File: config.mk
export PLATFORM = sky130hd
export DESIGN_NAME = bus_arbiter
export DESIGN_NICKNAME = d
export VERILOG_FILES = /design/src/rtl/bus_arb_pkg.sv /design/src/rtl/bus_cycle_timer.sv /design/src/rtl/bus_arbiter.sv
export SDC_FILE = /design/constraint.sdc
export NUM_CORES = 1
export LEC_CHECK = 0
export ABC_AREA = 1
export BUFFER_PORTS_ARGS = -buffer_cell sky130_fd_sc_hd__buf_2
export CAP_MARGIN = 0
export CORE_AREA = 8 8 76 78
export CTS_CLUSTER_DIAMETER = 120
export DETAILED_ROUTE_END_ITERATION = 8
export DIE_AREA = 0 0 84 86
export HOLD_SLACK_MARGIN = 0.1
export PLACE_DENSITY = 0.71
export SYNTH_ARGS = -nofsm -noshare
export SYNTH_HDL_FRONTEND = slang
export SYNTH_SLANG_ARGS = --single-unit
export TNS_END_PERCENT = 20
File: constraint.sdc
create_clock -name clk -period 1.4 [get_ports clk]
set_input_delay 0.28 -clock clk [delete_from_list [all_inputs] [get_ports clk]]
set_output_delay 0.28 -clock clk [all_outputs]
set_load 0.005 [all_outputs]
File: src/rtl/bus_arb_pkg.sv
// Shared types and widths for the pad bus arbiter.
// Owner encoding and counter widths used by bus_arbiter and bus_cycle_timer.
// No logic; constants only.
package bus_arb_pkg;

  typedef enum logic {
    OWN_CPU = 1'b0,
    OWN_DMA = 1'b1
  } owner_e;

  localparam int WAIT_W  = 4;  // wait-state counter, covers WAIT_CYCLES 0..15
  localparam int BURST_W = 8;  // DMA burst counter, covers DMA_MAX_BURST 1..255

endpackage

File: src/rtl/bus_cycle_timer.sv
// Bus cycle timer: counts the address clock plus WAIT_CYCLES wait clocks.
// Latency: cyc_final is combinational from the counter; cyc_end = cyc_final && ext_rdy.
// Backpressure: ext_rdy=0 holds the counter on the final clock, repeating it.
// Ports: clk, reset_n (async active-low), ext_rdy in; cyc_final, cyc_end out.
module bus_cycle_timer
  import bus_arb_pkg::*;
#(
  parameter int WAIT_CYCLES = 1
) (
  input  logic clk,
  input  logic reset_n,
  input  logic ext_rdy,
  output logic cyc_final,
  output logic cyc_end
);

  logic [WAIT_W-1:0] wait_cnt_q, wait_cnt_d;

  assign cyc_final = (wait_cnt_q == WAIT_W'(WAIT_CYCLES));
  assign cyc_end   = cyc_final && ext_rdy;

  always_comb begin
    wait_cnt_d = wait_cnt_q;
    if (cyc_end) begin
      wait_cnt_d = '0;
    end else if (!cyc_final) begin
      wait_cnt_d = wait_cnt_q + WAIT_W'(1);
    end
  end

  always_ff @(posedge clk or negedge reset_n) begin
    if (!reset_n) begin
      wait_cnt_q <= '0;
    end else begin
      wait_cnt_q <= wait_cnt_d;
    end
  end

endmodule

File: src/rtl/bus_arbiter.sv
// Shares the external pad bus between the 6502 core and a DMA requester.
// Latency: bus mux is combinational; dma_ack/dma_rdata one clock after the DMA final clock.
// Backpressure: cpu_rdy=0 stalls the core; ext_rdy=0 stretches the final clock of any cycle.
// Ports: cpu_* core side, dma_* requester side, bus_* pad side, ext_rdy pad ready.
module bus_arbiter
  import bus_arb_pkg::*;
#(
  parameter int WAIT_CYCLES   = 1,
  parameter int DMA_MAX_BURST = 4
) (
  input  logic        clk,
  input  logic        reset_n,
  input  logic [15:0] cpu_ab,
  input  logic [7:0]  cpu_do,
  input  logic        cpu_we,
  output logic [7:0]  cpu_di,
  output logic        cpu_rdy,
  input  logic        dma_req,
  input  logic [15:0] dma_addr,
  input  logic [7:0]  dma_wdata,
  input  logic        dma_we,
  output logic        dma_ack,
  output logic [7:0]  dma_rdata,
  input  logic        ext_rdy,
  output logic [15:0] bus_a,
  output logic [7:0]  bus_do,
  input  logic [7:0]  bus_di,
  output logic        bus_we,
  output logic        bus_oe
);

  logic cyc_final;
  logic cyc_end;

  owner_e             owner_q, owner_d;
  logic [BURST_W-1:0] burst_cnt_q, burst_cnt_d;
  logic               dma_ack_q, dma_ack_d;
  logic [7:0]         dma_rdata_q, dma_rdata_d;
  logic [7:0]         cpu_di_hold_q, cpu_di_hold_d;

  logic own_dma;
  logic dma_grant;

  bus_cycle_timer #(
    .WAIT_CYCLES(WAIT_CYCLES)
  ) u_timer (
    .clk      (clk),
    .reset_n  (reset_n),
    .ext_rdy  (ext_rdy),
    .cyc_final(cyc_final),
    .cyc_end  (cyc_end)
  );

  assign own_dma = (owner_q == OWN_DMA);

  // dma_req seen at the final clock of a DMA cycle is taken as the requester's
  // next request: it updates address/data in the ack clock, which is already
  // the address clock of the following cycle. The ack clock itself can only be
  // a boundary when WAIT_CYCLES=0; there the request still belongs to the
  // access being acked, so it is masked to avoid a double grant.
  assign dma_grant = dma_req && !dma_ack_q &&
                     (burst_cnt_q < BURST_W'(DMA_MAX_BURST));

  always_comb begin
    owner_d       = owner_q;
    burst_cnt_d   = burst_cnt_q;
    dma_ack_d     = own_dma && cyc_end;
    dma_rdata_d   = dma_rdata_q;
    cpu_di_hold_d = cpu_di_hold_q;

    if (cyc_end) begin
      if (dma_grant) begin
        owner_d     = OWN_DMA;
        burst_cnt_d = burst_cnt_q + BURST_W'(1);
      end else begin
        owner_d     = OWN_CPU;
        burst_cnt_d = '0;
      end
    end

    if (own_dma && cyc_end && !dma_we) begin
      dma_rdata_d = bus_di;
    end

    // Keep the last word the core saw so cpu_di stays stable while DMA owns the bus.
    if (!own_dma && cyc_final) begin
      cpu_di_hold_d = bus_di;
    end
  end

  always_ff @(posedge clk or negedge reset_n) begin
    if (!reset_n) begin
      owner_q       <= OWN_CPU;
      burst_cnt_q   <= '0;
      dma_ack_q     <= 1'b0;
      dma_rdata_q   <= '0;
      cpu_di_hold_q <= '0;
    end else begin
      owner_q       <= owner_d;
      burst_cnt_q   <= burst_cnt_d;
      dma_ack_q     <= dma_ack_d;
      dma_rdata_q   <= dma_rdata_d;
      cpu_di_hold_q <= cpu_di_hold_d;
    end
  end

  // Strobes are gated by reset_n so the pads go quiet the moment reset asserts,
  // independent of the still-muxed core inputs.
  assign bus_a     = own_dma ? dma_addr  : cpu_ab;
  assign bus_do    = own_dma ? dma_wdata : cpu_do;
  assign bus_we    = reset_n && (own_dma ? dma_we : cpu_we);
  assign bus_oe    = bus_we;
  assign cpu_rdy   = reset_n && !own_dma && cyc_end;
  assign cpu_di    = own_dma ? cpu_di_hold_q : bus_di;
  assign dma_ack   = dma_ack_q;
  assign dma_rdata = dma_rdata_q;

endmodule

==> Yosys cells after proc, flatten, opt, wreduce, memory -nomap -nowiden <==
Index checks and enable logic that the tools add are counted.
{ "totals": {"n_memories": 0, "output_inout_bits": 44, "wordCells": 31, "ramBits": 0, "latchBits": 0, "reg_bits": 30, "mem_bits_ro": 0} }
{ "classes": {"n_reduce_logical": 12, "muxes": 8, "add_sub_neg": 2, "n_eq_ne": 2, "order_cmp": 1, "shift": 0, "bitwise_logic": 0, "div": 0, "mul": 0} }
{ "op_table": {"columns": ["op", "count"], "rows": [
  ["two-way mux 8 bit", 3],
  ["two-way mux 16 bit", 1],
  ["logical AND 1 bit", 9],
  ["adder 8 x 1 -> 8 bit (second input constant)", 1],
  ["less-than comparator 8 x 3 -> 1 bit (second input constant)", 1],
  ["two-way mux 4 bit", 2],
  ["adder 4 x 1 -> 4 bit (second input constant)", 1],
  ["== test 4 x 1 -> 1 bit (second input constant)", 1],
  ["zero test 1 bit", 3],
  ["two-way mux 1 bit", 2],
  ["inequality test 2 x 1 -> 1 bit (second input constant)", 1]
]} }

==> Logic depth before layout (Yosys ltp) <==
Gate-level depths: netlist of the first run.
{ "logic_depth": {"ltp_word": 4, "depth_mapped": 8, "mapped_depth_nobuf": 7} }

==> Hierarchy <==
A second synthesis of the first run with hierarchy kept.
{ "unflattened": {"hier_cells": 235, "hier_area_um2": 1721.7} }
{ "modules_own_cells": {"columns": ["mod", "n_inst", "area_per_inst_um2", "seq_area_each_um2", "cells_each"], "rows": [
  ["bus_arbiter", 1, 1492.7, 650.6, 207],
  ["bus_cycle_timer", 1, 229.0, 100.1, 28]
]} }

==> Least setup slack after synthesis of the first run <==
No wires, ideal clock.
{ "synth_path": {"path_type": "reg2out", "from": "register u_timer.wait_cnt_q[1]", "to": "output port cpu_rdy", "path_stages_with_launch": 8, "setup_slack_ns": 0.025, "required_time_ns": 1.120, "arrival_time_ns": 1.095, "n_path_buf": 1, "path_cell_list": "dfrtp_1 -> inv_1 -> ha_1 -> nand2_4 -> inv_4 -> nand2_4 -> buf_6 -> nor2_1"} }
{ "synth_via": {"elab_chain_len": 3} }
{ "synth_lines": {"columns": ["element", "line_no", "source"], "rows": [
  ["start: declaration", "bus_cycle_timer.sv:17", "logic [WAIT_W-1:0] wait_cnt_q, wait_cnt_d;"],
  ["start signal: assignment", "bus_cycle_timer.sv:35", "wait_cnt_q <= wait_cnt_d;"],
  ["== test 4 x 1 -> 1 bit", "bus_cycle_timer.sv:19", "assign cyc_final = (wait_cnt_q == WAIT_W'(WAIT_CYCLES));"],
  ["logical AND 1 bit", "bus_cycle_timer.sv:20", "assign cyc_end = cyc_final && ext_rdy;"],
  ["logical AND 1 bit", "bus_arbiter.sv:113", "assign cpu_rdy = reset_n && !own_dma && cyc_end;"],
  ["end: declaration", "bus_arbiter.sv:17", "output logic cpu_rdy,"]
]} }
Every way passes these cells.

==> Final worst setup path of the first run <==
Same ends and word-level chain as after synthesis.

==> results of run 1 <==
-- sequential cells by signal (all words and copies together), names as in the netlist --
signal and cells:
u_timer.wait_cnt_q 4, dma_rdata 8, cpu_di_hold_q 8, dma_ack 1
burst_cnt_q 8, own_dma 1
-- kinds of logic (layout without fill, tap and decap cells) --
family,after synthesis,count (layout),synth area share [%]
and+or+nand+nor,149,149,36.3
AOI/OAI and AO/OA,20,20,7.64
adders and majority gates,3,3,2.20
buffers and inverters,31,149,8.30
xor gates and xnor gates,3,3,1.54
DFF,30,30,44.1
-- routing by layer --
metal  vias to the layer above  GRT usage (%)
met2                        43           26.7
met5                         -              0
met4                         0           2.83
met3                         2           4.74
met1                       814           15.0
li1                        949              -
-- worst paths after layout --
| kind | end | from | cells after the start | slack (ps) |
|---|---|---|---|---|
| worst max-delay path | cpu_rdy | u_timer.wait_cnt_q[1] | 7 | -130 |
| worst min-delay path | dma_rdata[6] | bus_di[6] | 3 | 260 |
| worst max register to register | burst_cnt_q[0] | u_timer.wait_cnt_q[1] | 8 | 50 |
| worst min register to register | dma_rdata[3] | dma_rdata[3] | 2 | 470 |
| max in group asynchronous | u_timer.wait_cnt_q[1] | reset_n | 3 | 620 |
| min in group asynchronous | burst_cnt_q[3] | reset_n | 3 | 590 |
-- where the power goes --
group          total [mW]  internal (mW)  switching (mW)
registers            1.39           1.18           0.206
clock network       0.718          0.394           0.324
logic                2.33           1.08            1.25
total                4.44           2.65            1.78
-- cells in the final DEF, fill, tap and decap left out, types with 2 or more instances in the layout --
cell type and n:
nor2_2 3, ha_1 2, dfrtp_1 29, buf_4 7, clkbuf_8 6, xor2_1 2
nand2_1 121, o21ai_2 8, o21ai_0 5, buf_12 2, nor2_1 8, o21ai_1 7
nand2_4 3, inv_2 2, buf_2 105, buf_6 5, nand3_1 12, inv_1 18
-- what timing repair did --
item | in CTS | in global routing
buffers inserted | 3 | 1
cloned | 0 | 0
gates resized for setup | 16 | 4
pin swaps | 6 | 1
hold buffers | 1 | 0
hold endpoints to repair | 30 | 0
setup endpoints to repair | 35 | 43
-- area by class of cell --
class	count	area (sq um)	share of cell area (%)
multi-input cells	175	825	32.9
flip-flops and latches	30	752	30.0
repair buffers	120	684	27.3
clock buffers	6	82.6	3.30
inverters	21	81.3	3.25
well taps	54	67.6	2.70
clock inverters	2	12.5	0.500
-- metrics by stage --
step           hold slack [ps]  std cells
2_1_floorplan            -15.6        236
3_3_place_gp               303        395
3_5_place_dp               301        395
4_1_cts                    253        407
5_1_grt                    266        408
6_report                   257        408
-- worst min-delay path: stages --
cell	delay, ps
buf_2	90
nand3_1	70
nand2_1	60
==> summary.txt, run 1 <==
PD cells - 1770 nW/um^2
H-Tree Depth - 2
crit-path max FO - 2
Ports - 106
Max Clock Skew - 4.85 ps
WL/cell - 13.0 um
Sinks on Clock Net - 30
Critical Path Sink Type - primary output
Die X - 84 um
Slew @ Worst Pin - 231 ps
share of layout cells above drive strength 1 - 41.8%
RSZ-0062 raised after global routing - true
Final Cell Area - 2500 sq um
most used cell, CP - nand2_4
CTS clk-pin slew, worst paths - 70 ps
total core area - 4600 sq um
violated checks - negative setup slack
status - complete, but fails checks
number of unique standard cell types used by synthesis - 21
Final Net Count - 418
Tmin final - 1530 ps
post-synth top area cell - dfrtp_1
register area share after synthesis - 44.1%
CP arrival - 1250 ps
GRT Total Usage - 14.2%
row count - 25
worst-skew pair later-pin latency - 280 ps
drc violations - 0
slowest stage delay, CP - 390 ps
#FFs+latches synth - 30
clk root buf - clkbuf_8
worst-case clock buffer depth - 2
crit path kind - flop to primary output
Fill cells - 472
Die ar. - 7220 sq um
via count - 1808
Detailed Route Iter0 Violations - 83
vias per inst - 4.43
fmax - 656 MHz
Post-DP Area - 2320 sq um
first-pass GRT wire length - 8.55 mm
Die Span Y - 86 um
Post-synth EDFFs - 0
most common cell in the netlist - nand2_1
CP top delay family - flip-flops
Initial Util - 37.1%
final setup vio count - 35
fin. max-slew vios - 0
remaining antenna violation count - 0
final wirelength - 5.32 mm
Worst Hold Class - input pin to flop
critical path, cell by cell - inv_1 -> ha_2 -> nand2_4 -> inv_4 -> nand2_4 -> nor2_2 -> buf_2
CP Data Required Time - 1120 ps
Final HPWL DP - 4.33 mm
CTS Buf Count - 5
PortBufs - 105
number of diodes - 0
synth cell count leaders - nand2_1 (121), dfrtp_1 (30), inv_1 (18)
total power - 4.44 mW
synth top area cells - dfrtp_1 (44%), nand2_1 (27%), o21ai_2 (4.1%), inv_1 (4.0%), nand3_1 (3.5%)
Warnings, synthesis - 0
GP Congestion - 0.767
iteration count of the initial detailed-routing pass - 4
gr ovfl total - 0
final hold vios - 0
Avg Cell Area, Syn - 7.22 sq um
M1 wire length - 2.15 mm
routed wl met3 - 267 um
DR WL met2 - 2.89 mm
Syn Nets - 301
Yosys top cell area share - 44.1%
antenna violations before repair - 0
Synth Flop Type - dfrtp_1
WP buf/inv - 3
Cells after Synth - 236
synth-to-layout area growth - 47.0%
Post-Route Utilization - 54.5%
Max IR drop VDD - 0.000856 V
largest net degree at the start of global routing - 25
vias in the first global route - 1871
Post-Synthesis Cell Area - 1700 sq um
CP max-delay cell - dfrtp_1
CTS tree - yes
period utilisation layout - 109%
CP Launch Type - flop
static leakage - 1.58 nW
worst slack at placement - 70.7 ps
TNS Setup - -2650 ps
Async S/R FF share, synth - 100%
Final WS setup - -125 ps
uppermost layer routed - met4
Slew HR - 84.6%
maxcap violations - 0
Note: power is estimated with default switching activity, not from simulation.
==> run 2, diff against run 1 <==
--- a/config.mk
+++ b/config.mk
@@ -9,6 +9,7 @@
 export BUFFER_PORTS_ARGS = -buffer_cell sky130_fd_sc_hd__buf_2
 export CAP_MARGIN = 0
 export CORE_AREA = 8 8 76 78
+export CTS_BUF_LIST = sky130_fd_sc_hd__clkbuf_16
 export CTS_CLUSTER_DIAMETER = 120
 export DETAILED_ROUTE_END_ITERATION = 8
 export DIE_AREA = 0 0 84 86
==> summary.txt, run 2 (synthesis gave the netlist of run 1 again) <==
status - complete, but fails checks
violated checks - negative setup slack
first-pass GRT wire length - 8.64 mm
Slew HR - 84.0%
cells on worst reg2reg path - 8
period utilisation layout - 108%
crit path kind - flop to primary output
WL/cell - 13.1 um
most common cell after layout, fill and taps aside - nand2_1
WP buf/inv - 3
CTS Buf Count - 5
gr ovfl total - 0
final wirelength - 5.35 mm
worst hold endpoint - dma_rdata[6]
FF-to-FF Start - u_timer.wait_cnt_q[1]
Initial Util - 37.1%
Power Internal - 2.90 mW
Die X - 84 um
TNS Setup - -2240 ps
Final Net Count - 418
setup slack on the worst flop-to-flop path - 50 ps
maxcap violations - 0
CP Launch Type - flop
Comb power frac - 49.3%
vias per inst - 4.38
largest net degree at the start of global routing - 25
Die ar. - 7220 sq um
CTS tree - yes
Ports - 106
Fill cells - 466
Clock power frac - 21.2%
CP Data Required Time - 1120 ps
Tmin final - 1520 ps
number of diodes - 0
vias in the first global route - 1883
RSZ-0062 raised after global routing - true
GRT Total Usage - 14.3%
via count - 1786
sw frac - 38.5%
fin. max-slew vios - 0
Critical Path Sink Type - primary output
crit-path max FO - 2
final setup vio count - 35
CP top delay family - flip-flops
row count - 25
most frequent cells in the layout - nand2_1 (121), buf_2 (105), dfrtp_1 (29)
PortBufs - 105
most used cell, CP - nand2_4
total core area - 4600 sq um
sequential power share - 29.5%
Final HPWL DP - 4.33 mm
Worst Hold Class - input pin to flop
CTS clk-pin slew, worst paths - 50 ps
critical path depth in cells - 7
antenna violations before repair - 0
Slew @ Worst Pin - 238 ps
worst-case clock buffer depth - 2
Post-Route Utilization - 55.3%
H-Tree Depth - 2
WHS Path Cells - 3
Detailed Route Iter0 Violations - 86
CP max-delay cell - dfrtp_1
static leakage - 1.60 nW
slowest stage delay, CP - 380 ps
worst-skew pair later-pin latency - 270 ps
final hold vios - 0
synth-to-layout area growth - 49.3%
Final WS setup - -118 ps
Max IR drop VDD - 0.00108 V
Max Clock Skew - 2.90 ps
switching pwr - 1.81 mW
remaining antenna violation count - 0
critical path, cell by cell - inv_1 -> ha_2 -> nand2_4 -> inv_4 -> nand2_4 -> nor2_2 -> buf_2
reg2reg end - burst_cnt_q[0]
share of layout cells above drive strength 1 - 41.5%
PD cells - 1850 nW/um^2
iteration count of the initial detailed-routing pass - 4
Die Span Y - 86 um
clk root buf - clkbuf_16
hold path startpoint - bus_di[6]
GP Congestion - 0.767
fmax - 659 MHz
drc violations - 0
CP arrival - 1240 ps
Sinks on Clock Net - 30
==> run 2: cell types whose count changed in the layout (fill, tap and decap cells not counted), sizes merged <==
cell	before	now
clkbuf	6	5
clkinv	1	2
==> run 2: worst max path at each step <==
stage	start	to	slack, ps
3_5_place_dp	u_timer.wait_cnt_q[1]	cpu_rdy	70
3_3_place_gp	u_timer.wait_cnt_q[1]	cpu_rdy	80
6_report	u_timer.wait_cnt_q[1]	cpu_rdy	-120
2_1_floorplan	u_timer.wait_cnt_q[1]	cpu_rdy	20
4_1_cts	u_timer.wait_cnt_q[1]	cpu_rdy	-110
5_1_grt	u_timer.wait_cnt_q[1]	cpu_rdy	-190
==> run 2: repair_timing <==
action / in CTS / in global routing
setup buffers: 3 / 1
pin swaps: 2 / 1
gates resized for setup: 8 / 8
endpoints found under the setup margin: 35 / 44
endpoints found under the hold margin: 30 / 0
hold buffers: 1 / 0
==> run 2: power groups by stage <==
stage	logic, mW	clock network (mW)	registers [mW]
final	2.32	1.00	1.39
after global routing	2.63	1.07	1.42
after CTS	2.30	1.02	1.39
after detailed placement	2.18	0	1.40
after global placement	2.14	0	1.38
after floorplan	1.26	0	1.36
==> run 2: layout make-up <==
cell class	instances	area [sq um]	share of cell area [%]
inverters	21	81.3	3.20
repair buffers	120	677	26.6
clock buffers	5	125	4.92
flip-flops and latches	30	752	29.6
multi-input cells	175	825	32.4
clock inverters	3	16.3	0.639
well taps	54	67.6	2.66
==> run 2: worst reg2reg max path, cell delays in order (launching register included) <==
cell	delay, ps
dfrtp_1	380
inv_1	70
ha_2	180
nand2_4	60
buf_4	150
nor2_8	160
inv_2	110
nand2_1	80
nand2_1	60
==> run 2: per-stage QoR <==
step	cells	instance area, sq um	worst slack (ps)	hold slack (ps)	total power [mW]
5_1_grt	408	2540	-190	282	5.11
6_report	408	2540	-118	266	4.71
2_1_floorplan	236	1700	24.9	-15.6	2.62
3_5_place_dp	395	2320	70.7	301	3.58
3_3_place_gp	395	2320	78.7	303	3.52
4_1_cts	407	2520	-114	267	4.72
==> run 2: routing by layer <==
metal / GRT usage (%) / vias to the layer above / wire, um
met3: 4.45 / 0 / 260
met5: 0 / - / 0
met4: 2.35 / 0 / 0
li1: - / 948 / -
met2: 26.9 / 43 / 2910
met1: 15.3 / 795 / 2170
==> run 3, diff against run 2 <==
--- a/config.mk
+++ b/config.mk
@@ -5,7 +5,6 @@
 export SDC_FILE = /design/constraint.sdc
 export NUM_CORES = 1
 export LEC_CHECK = 0
-export ABC_AREA = 1
 export BUFFER_PORTS_ARGS = -buffer_cell sky130_fd_sc_hd__buf_2
 export CAP_MARGIN = 0
 export CORE_AREA = 8 8 76 78
@@ -13,8 +12,9 @@
 export CTS_CLUSTER_DIAMETER = 120
 export DETAILED_ROUTE_END_ITERATION = 8
 export DIE_AREA = 0 0 84 86
+export GPL_TIMING_DRIVEN = 0
 export HOLD_SLACK_MARGIN = 0.1
-export PLACE_DENSITY = 0.71
+export PLACE_DENSITY = 0.7
 export SYNTH_ARGS = -nofsm -noshare
 export SYNTH_HDL_FRONTEND = slang
 export SYNTH_SLANG_ARGS = --single-unit
==> summary.txt, run 3 <==
status - complete, but fails checks
violated checks - negative hold slack, negative setup slack
Tmin final - 1800 ps
Critical Path Sink Type - primary output
GRT Total Usage - 14.3%
maxcap violations - 0
Async S/R FF share, synth - 100%
gr ovfl total - 0
worst-skew pair later-pin latency - 270 ps
CP Data Required Time - 1120 ps
Cells after Synth - 125
Post-Synthesis Cell Area - 1660 sq um
synth cell count leaders - mux2_2 (50), dfrtp_1 (30)
Slew @ Worst Pin - 435 ps
Ports - 106
Yosys top cell area share - 45.2%
CTS Buf Count - 5
via count - 1443
GP Congestion - 0.833
Initial Util - 36.1%
synth-to-layout area growth - 62.8%
PortBufs - 105
period utilisation layout - 128%
Avg Cell Area, Syn - 13.3 sq um
Warnings, synthesis - 0
crit path kind - flop to primary output
Max Clock Skew - 3.50 ps
drc violations - 0
worst-case clock buffer depth - 2
Detailed Route Iter0 Violations - 44
share of layout cells above drive strength 1 - 76.9%
RSZ-0062 raised after global routing - true
Sinks on Clock Net - 30
iteration count of the initial detailed-routing pass - 4
final wirelength - 5.26 mm
Worst Hold Class - input pin to asynchronous set/reset pin
Slew HR - 70.8%
Worst setup startpoint - u_timer.wait_cnt_q[1]
clk root buf - clkbuf_16
GRT busiest layer - met2
#FFs+latches synth - 30
Fill cells - 369
CP arrival - 1520 ps
total core area - 4600 sq um
CP Launch Type - flop
first-pass GRT wire length - 8.36 mm
number of diodes - 0
synth top area cells - dfrtp_1 (45%), mux2_2 (34%), ha_1 (2.3%), nand3b_4 (1.2%), and2_1 (1.1%)
M1 GR Usage - 15.3%
number of unique standard cell types used by synthesis - 29
Synth Flop Type - dfrtp_1
final setup vio count - 57
WL/cell - 17.3 um
vias per inst - 4.73
Final Net Count - 315
largest net degree at the start of global routing - 33
Post-DP Area - 2260 sq um
most frequent cells in the layout - buf_2 (99), mux2_2 (39), dfrtp_1 (29)
fmax - 557 MHz
post-synth top area cell - dfrtp_1
vias in the first global route - 1673
static leakage - 1.42 nW
most common cell in the netlist - mux2_2
crit-path max FO - 2
setup slack on the worst flop-to-flop path - -270 ps
Final HPWL DP - 3.85 mm
Die Span Y - 86 um
CTS clk-pin slew, worst paths - 50 ps
antenna violations before repair - 0
fin. max-slew vios - 0
Die X - 84 um
CTS tree - yes
register area share after synthesis - 45.2%
Die ar. - 7220 sq um
FF-to-FF Start - u_timer.wait_cnt_q[0]
GRT met3 Usage - 6.45%
met2 Use GR - 24.4%
remaining antenna violation count - 0
H-Tree Depth - 2
Worst Hold Margin - -34.8 ps
Syn Nets - 190
reg2reg end - dma_rdata[5]
worst slack at placement - -404 ps
most common cell after layout, fill and taps aside - buf_2
Post-synth EDFFs - 0
row count - 25
cells on worst reg2reg path - 6
Final Cell Area - 2700 sq um
final hold vios - 30
Final WS setup - -397 ps
PD cells - 1860 nW/um^2
Max IR drop VDD - 0.00121 V
[run 3: changes by cell type after synthesis, sizes merged, moves of 10 or more]
| cell | previous run | this run |
|---|---|---|
| o21ai | 20 | 2 |
| nand2 | 124 | 0 |
| inv | 21 | 2 |
| nor2 | 13 | 3 |
| nand3 | 12 | 1 |
| mux2 | 0 | 50 |
[run 3: stage by stage]
step                total power [mW]  util [%]  TNS [ps]  cells  hold WS, ps
floorplan                       2.48         -     -1900    125        -15.6
detailed placement              3.15      49.2     -7370    284          364
CTS                             4.88      57.0    -13370    305         66.0
global route                    5.34      58.8    -17420    305        -8.67
global placement                3.12      49.2     -6940    284          365
finish                          5.02      58.8    -14110    305        -34.8
[run 3: layer usage]
layer	part of all wire, %	vias to the layer above
met5	0	-
met4	0.40	0
met3	8.1	2
met2	51	61
met1	41	667
li1	-	713
[run 3: cell families after synthesis]
logic type,share of synthesized area (%)
adders and majority gates,2.26
and+or+nand+nor,10.5
muxes,34.5
AOI/OAI and AO/OA,4.07
DFF,45.2
xor gates and xnor gates,0.528
buffers and inverters,2.94
[run 3: worst max-delay path by stage]
stage	endpoint	depth (start not counted)	slack, ps
2_1_floorplan	cpu_rdy	6	-190
3_3_place_gp	cpu_rdy	7	-390
3_5_place_dp	cpu_rdy	7	-400
4_1_cts	cpu_rdy	7	-410
5_1_grt	cpu_rdy	7	-500
6_report	cpu_rdy	7	-400
[run 3: final cells by class]
cell class,count,area [sq um],area share (%)
Timing Repair Buffer,119,716,26.5
Tap cell,54,67.6,2.50
Inverter,2,7.51,0.278
Sequential cell,30,752,27.8
Clock inverter,3,40.0,1.48
Buffer,5,56.3,2.08
Multi-Input combinational cell,87,940,34.8
Clock buffer,5,125,4.63
[run 3: worst max-delay path, cell delays in order, from the launching register on]
cell,delay [ps]
dfrtp_1,380
inv_2,70
ha_4,130
nor3b_4,180
nor2b_1,140
buf_4,120
and3_1,120
buf_2,110
[run 3: power breakdown]
| part | internal, mW | total (mW) | switching [mW] |
|---|---|---|---|
| Sequential | 1.16 | 1.40 | 0.231 |
| Clock | 0.830 | 1.20 | 0.369 |
| Combinational | 1.57 | 2.42 | 0.856 |
[run 3: timing repair]
item | in CTS | in global routing
endpoints found under the setup margin | 55 | 60
gates cloned | 1 | 0
endpoints found under the hold margin | 30 | 30
gates resized for setup | 21 | 22
buffers inserted | 12 | 3
pin swaps | 2 | 2
